### src/rtl/rvm_shift_seq.sv
// Multi-cycle SLL/SRL/SRA sequencer for the multi-cycle core.
// Shifts at most STEP bits per cycle through a narrow barrel stage.
module rvm_shift_seq #(
    parameter int STEP = 4
) (
    input  logic        g_clk,
    input  logic        g_reset,
    input  logic        flush,
    input  logic        req_valid,
    output logic        req_ready,
    input  logic [1:0]  req_op,
    input  logic [31:0] req_lhs,
    input  logic [4:0]  req_rhs,
    output logic        rsp_valid,
    input  logic        rsp_ready,
    output logic [31:0] rsp_result,
    output logic        busy
);

    if (STEP < 1 || STEP > 16 || (STEP & (STEP - 1)) != 0) begin : g_bad_step
        $error("rvm_shift_seq: STEP must be a power of two in 1..16");
    end

    localparam logic [4:0] STEP_W = 5'(STEP);

    localparam logic [1:0] OP_NOP = 2'b00;
    localparam logic [1:0] OP_SLL = 2'b01;
    localparam logic [1:0] OP_SRL = 2'b10;
    localparam logic [1:0] OP_SRA = 2'b11;

    typedef enum logic [1:0] {
        IDLE  = 2'd0,
        SHIFT = 2'd1,
        RESP  = 2'd2
    } state_t;

    state_t      state, state_nxt;
    logic [31:0] acc, acc_nxt;
    logic [4:0]  rem, rem_nxt;
    logic [1:0]  op, op_nxt;
    logic [4:0]  amt;
    logic [4:0]  rem_dec;
    logic [31:0] shifted;
    logic        accept;

    assign req_ready  = (state == IDLE) & ~flush & ~g_reset;
    assign accept     = req_valid & req_ready;
    assign rsp_valid  = (state == RESP);
    assign rsp_result = rsp_valid ? acc : 32'h0;
    assign busy       = (state != IDLE);

    // One narrow barrel step: never more than STEP positions per cycle.
    assign amt     = (rem < STEP_W) ? rem : STEP_W;
    assign rem_dec = rem - amt;

    always_comb begin
        shifted = acc;
        unique case (op)
            OP_SLL:  shifted = acc << amt;
            OP_SRL:  shifted = acc >> amt;
            OP_SRA:  shifted = 32'($signed(acc) >>> amt);
            default: shifted = acc;
        endcase
    end

    always_comb begin
        state_nxt = state;
        acc_nxt   = acc;
        rem_nxt   = rem;
        op_nxt    = op;
        unique case (state)
            IDLE: begin
                if (accept) begin
                    op_nxt  = req_op;
                    acc_nxt = req_lhs;
                    rem_nxt = req_rhs;
                    if (req_op == OP_NOP) begin
                        acc_nxt   = 32'h0;
                        state_nxt = RESP;
                    end else if (req_rhs == 5'd0) begin
                        state_nxt = RESP;
                    end else begin
                        state_nxt = SHIFT;
                    end
                end
            end
            SHIFT: begin
                acc_nxt = shifted;
                rem_nxt = rem_dec;
                if (rem_dec == 5'd0) begin
                    state_nxt = RESP;
                end
            end
            RESP: begin
                if (rsp_ready) begin
                    state_nxt = IDLE;
                end
            end
            default: state_nxt = IDLE;
        endcase
        // A flush kills the op even if the response is being taken.
        if (flush) begin
            state_nxt = IDLE;
        end
    end

    always_ff @(posedge g_clk or posedge g_reset) begin
        if (g_reset) begin
            state <= IDLE;
            acc   <= 32'h0;
            rem   <= 5'd0;
            op    <= OP_NOP;
        end else begin
            state <= state_nxt;
            acc   <= acc_nxt;
            rem   <= rem_nxt;
            op    <= op_nxt;
        end
    end

endmodule

### config.mk
export PLATFORM = sky130hd
export DESIGN_NAME = rvm_shift_seq
export DESIGN_NICKNAME = d
export VERILOG_FILES = /design/src/rtl/rvm_shift_seq.sv
export SDC_FILE = /design/constraint.sdc
export NUM_CORES = 1
export LEC_CHECK = 0
export BUFFER_PORTS_ARGS = -buffer_cell sky130_fd_sc_hd__buf_2
export CORE_MARGIN = 8
export CORE_UTILIZATION = 40
export CTS_BUF_LIST = sky130_fd_sc_hd__clkbuf_4 sky130_fd_sc_hd__clkbuf_8 sky130_fd_sc_hd__clkbuf_16
export DETAILED_ROUTE_END_ITERATION = 7
export GPL_TIMING_DRIVEN = 1
export PLACE_DENSITY_LB_ADDON = 0.08
export SKIP_CTS_REPAIR_TIMING = 1
export SLEW_MARGIN = 10
export SYNTH_ARGS = -nofsm -noshare
export SYNTH_HDL_FRONTEND = slang
export SYNTH_SLANG_ARGS = --single-unit
### constraint.sdc
create_clock -name g_clk -period 2.6 [get_ports g_clk]
set_input_delay 0.52 -clock g_clk [delete_from_list [all_inputs] [get_ports g_clk]]
set_output_delay 0.52 -clock g_clk [all_outputs]
set_load 0.01 [all_outputs]
Word-level counts from Yosys, hierarchy flattened
Cells that the tools add are included.
{"block": "totals", "regBits": 41, "out_inout_bits": 35}
{"block": "op_classes", "addsub": 1, "n_lt_le_gt_ge": 1, "eq_ne": 10, "shift": 3, "n_mux": 15, "bitwise_logic": 5, "reduce_logical": 10}
{"op": "$mux 32", "n": 3}
{"op": "$pmux 32 s3", "n": 1}
{"op": "$pmux 32 s2", "n": 1}
{"op": "$shl 32x5->32", "n": 1}
{"op": "$shr 32x5->32", "n": 1}
{"op": "$sshr 32x5->32", "n": 1}
{"op": "$mux 2", "n": 6}
{"op": "$logic_not 5->1", "n": 2}
{"op": "$mux 5", "n": 2}
{"op": "$pmux 5 s2", "n": 1}
{"op": "$eq 2x2->1 const B", "n": 3}
{"op": "$ne 3x3->1 const B", "n": 2}
{"op": "$pmux 2 s3", "n": 1}
{"op": "$reduce_and 3->1", "n": 2}
{"op": "$lt 5x3->1 const B", "n": 1}
{"op": "$sub 5x5->5", "n": 1}
{"op": "$eq 2x1->1 const B", "n": 2}
{"op": "$logic_not 2->1", "n": 2}
{"op": "$ne 4x1->1 const B", "n": 1}
{"op": "$reduce_and 2->1", "n": 2}
{"op": "$reduce_bool 2->1", "n": 2}
{"op": "$and 1x1->1", "n": 3}
{"op": "$ne 3x2->1 const B", "n": 1}
{"op": "$ne 2x2->1 const B", "n": 1}
{"op": "$not 1->1", "n": 2}

Longest topological paths before layout
{"block": "logic_depth", "depth_word": 7, "mapped_depth": 12, "depth_no_buf": 8}

Worst setup path before layout
Ideal clock, no wire load.
{"block": "synth_timing", "path_type": "reg-to-reg", "start": "reg rem[2]", "end": "reg state[1]", "setup_time_ns": 0.099, "t_arrival_ns": 2.472, "t_required_ns": 2.501, "setup_slack_ns": 0.028, "stages_incl_launch_ff": 9, "n_path_buf": 3, "synth_period_minus_slack_ns": 2.572, "path_cell_list": "dfrtp_1 -> buf_2 -> or3_1 -> buf_2 -> clkbuf_1 -> nand2_1 -> ha_1 -> or4b_2 -> a311oi_1"}
{"block": "synth_via", "elab_chain_cells": 6}
{"item": "from (decl)", "line_no": "39", "rtl": "logic [4:0] rem, rem_nxt;"}
{"item": "from (signal assigned)", "line_no": "116", "rtl": "rem <= rem_nxt;"}
{"item": "$lt 5x3->1", "line_no": "53", "rtl": "assign amt = (rem < STEP_W) ? rem : STEP_W;"}
{"item": "$mux 5", "line_no": "53"}
{"item": "$sub 5x5->5 (*)", "line_no": "54", "rtl": "assign rem_dec = rem - amt;"}
{"item": "$logic_not 5->1 (*)", "line_no": "90", "rtl": "if (rem_dec == 5'd0) begin"}
{"item": "$ne 3x3->1 (no source line) (*)"}
{"item": "$reduce_and 3->1 (no source line) (*)"}
{"item": "to (signal assigned)", "line_no": "114", "rtl": "state <= state_nxt;"}
{"item": "to (decl)", "line_no": "37", "rtl": "state_t state, state_nxt;"}
Every way passes the cells marked *; elsewhere a longest branch is shown, timed or not.
A chain may end at the register's enable or synchronous reset.

Worst setup path after layout
{"block": "layout_timing", "start": "reg rem[3]", "end": "reg acc[19]"}
{"block": "layout_via", "elab_chain_cells": 5, "elab_cells_between_ends": 7, "cone_classes": "order compare (1); shift (3); mux (3)"}
{"item": "$lt 5x3->1", "line_no": "53"}
{"item": "$mux 5 (*)", "line_no": "53"}
{"item": "$sshr 32x5->32, or another cell as far along", "line_no": "61", "rtl": "OP_SRA: shifted = 32'($signed(acc) >>> amt);"}
{"item": "$pmux 32 s3 (*)", "line_no": "58", "rtl": "unique case (op)"}
{"item": "$pmux 32 s2 (*)", "line_no": "71", "rtl": "unique case (state)"}
{"item": "to (signal assigned)", "line_no": "115", "rtl": "acc <= acc_nxt;"}
{"item": "to (decl)", "line_no": "38", "rtl": "logic [31:0] acc, acc_nxt;"}
Marked as above.

==> flow_summary.yaml <==
floorplan:
  initial_core_util: 0.410
  die-area_um2: 15400
  dieHeight_um: 124
  die_w_um: 124
  core_area_um2: 11400
  num_io_pins: 79
  rows: 39
global_routing:
  grt_pass1_wl_um: 29600
  grt_antenna_before_repair: 0
  grt_overflow_total: 0
  track_usage: 0.245
  grt_pass1_vias: 5352
  grt_max_degree: 42
timing:
  setup_viol: 0
  hold_ws_ps: 365
  fin_ws_ps: 168
  rsz0062_at_grt: "no"
  max_freq_mhz: 411
  max_slew_margin: 0.578
  fin_setup_tns_ps: 0
  period_share: 0.935
  tightest_slew_ps: 634
  skew_ps: 8.62
  finalHoldViolCount: 0
  fin_crit_ps: 2430
  slew_viol_final: 0
synth:
  yosysWarnings: 0
  synth_edf_count: 0
  postSynthAreaPerCell_um2: 7.10
  syn_nets: 707
  yosysSeqAreaShare: 0.219
  synthFlopType: "dfrtp_1"
  async_reset_ff_frac: 1.00
  synth_cells: 659
  ys_types: 63
  synth_area_um2: 4680
  ys_ff_latch: 41
drt:
  ant_nets: 0
  vias: 5394
  first_pass_iters: 5
  drc: 0
  drt-total-wl_um: 18300
  wl_per_cell_um: 21.4
  drtIter0Drc: 508
  vias_per_cell: 6.29
power:
  p_leak_nw: 2.40
  vdd_drop_max_v: 0.000366
  power_density_nw_per_um2: 930
clock_tree:
  clock-sinks: 41
  cts_buffers: 5
  clock_latency_ps: 310
  cts_tree: "done"
  clk_path_buf_depth: 2
  cts_root_buf: "clkbuf_16"
  h-tree-depth: 2
  clk_pin_slew_worst_paths_ps: 70
critical_path:
  critPathKind: "reg2reg"
  path_buf_inv: 3
  cp.required_ps: 2780
  worst_path_max_delay_cell: "dfrtp_1"
  crit_chain: "buf_4, nor4b_4, buf_12, mux2i_1, nor2_1, a2111oi_0, buf_4, a21oi_1"
  crit_path_max_incr_delay_ps: 490
  critPathMaxFanout: 24
  crit_arrival_ps: 2610
  critPathTopFamily: "buffers and inverters"
  start_kind: "flop"
  crit_top_cell: "buf_4"
  end_kind: "flop"
finish:
  multi_input_area_um2: 3310
  final-seq-area_um2: 1030
  antenna_cells: 0
  nets: 761
  syn2layout_area_growth_pct: 17.9
  num-fill-cells: 1207
  drive_gt1_frac: 0.228
place:
  dp_slack_ps: 188
  routabilityCongestion: 0.908
  io_buffers: 78
  hpwl_um: 13000
hold_path:
  worst_hold_path_type: "in2async"
run:
  cap_violations: 0
run_status:
  outcome: "finished, final reports clean"
## cell usage in the layout (no fill, tap or decap), drive strengths merged, types with 13 or more instances in the layout
| cell type | count |
|---|---|
| a21oi | 75 |
| dfrtp | 41 |
| nor2 | 59 |
| buf | 127 |
| a211oi | 17 |
| nand3 | 13 |
| nand2 | 112 |
| a221oi | 16 |
| mux2i | 35 |
| o21ai | 28 |
| nor3 | 14 |
| and2 | 32 |
## tightest hold or removal path: stages
cell and delay, ps:
buf_2 100, inv_1 40, buf_4 480
## Yosys cell counts, drive strengths merged (8+ instances only)
library cell	number	area [um^2]
a221oi	16	140
a31oi	9	56.3
dfrtp	41	1030
nor2b	8	50.1
o211ai	9	67.6
and2	32	200
o22ai	9	56.3
inv	8	30.0
nor2	59	221
o21ai	28	140
nor3	14	75.1
nand3	13	65.1
mux2i	35	350
a211oi	17	128
a21oi	75	375
nand2	112	420
clkbuf	48	181
buf	32	166
## stage by stage
stage	total power, mW	instances	util	instance area, um^2
global placement	4.22	849	0.466	5330
finish	5.13	857	0.483	5520
detailed placement	4.22	849	0.466	5330
global route	5.50	857	0.483	5520
CTS	5.09	857	0.483	5520
floorplan	3.29	659	-	4680
## registers in the layout, summed over array words and instances (netlist names)
signal and flops:
op 2, state 2, rem 5, acc 32
## final timing paths
check / startpoint / end / slack [ps] / cells past startpoint
hold reg to reg: op[1] / op[1] / 540 / 2
setup / recovery: rem[3] / acc[19] / 170 / 8
hold / removal: g_reset / state[1] / 360 / 3
setup reg to reg: rem[3] / acc[19] / 170 / 8
min in group g_clk: flush / state[1] / 390 / 2
max in group asynchronous: g_reset / acc[19] / 1840 / 3
## area by class of cell
type / count / share of cell area
Multi-Input combinational cell: 530 / 0.600
Sequential cell: 41 / 0.186
Timing Repair Buffer: 127 / 0.142
Tap cell: 143 / 0.0324
Clock buffer: 5 / 0.0227
Clock inverter: 3 / 0.0118
Inverter: 8 / 0.00544
## metal layers
metal / up-vias / share of wire / GRT usage
li1: 2515 / - / -
met1: 2545 / 0.44 / 0.336
met2: 292 / 0.45 / 0.373
met3: 42 / 0.089 / 0.0589
met4: 0 / 0.024 / 0.0699
met5: - / 0 / 0
## where the power goes
part	internal, mW	switching [mW]	total, mW	leakage (nW)
Sequential	0.861	0.598	1.46	0.496
Clock	0.549	0.296	0.845	0.0938
Combinational	1.19	1.64	2.83	1.81
Total	2.60	2.53	5.13	2.40
## logic make-up (layout without fill, tap and decap cells)
family,after synthesis,after routing,share of synthesized area
other,2,2,0.00161
adder cells (fa/ha/maj),4,4,0.0107
flip-flops,41,41,0.219
multiplexers,46,46,0.118
AND/OR/NAND/NOR,267,267,0.271
buffers and inverters,88,143,0.0808
AO/OA/AOI/OAI,211,211,0.299
Power figures use the tool's default switching activity.
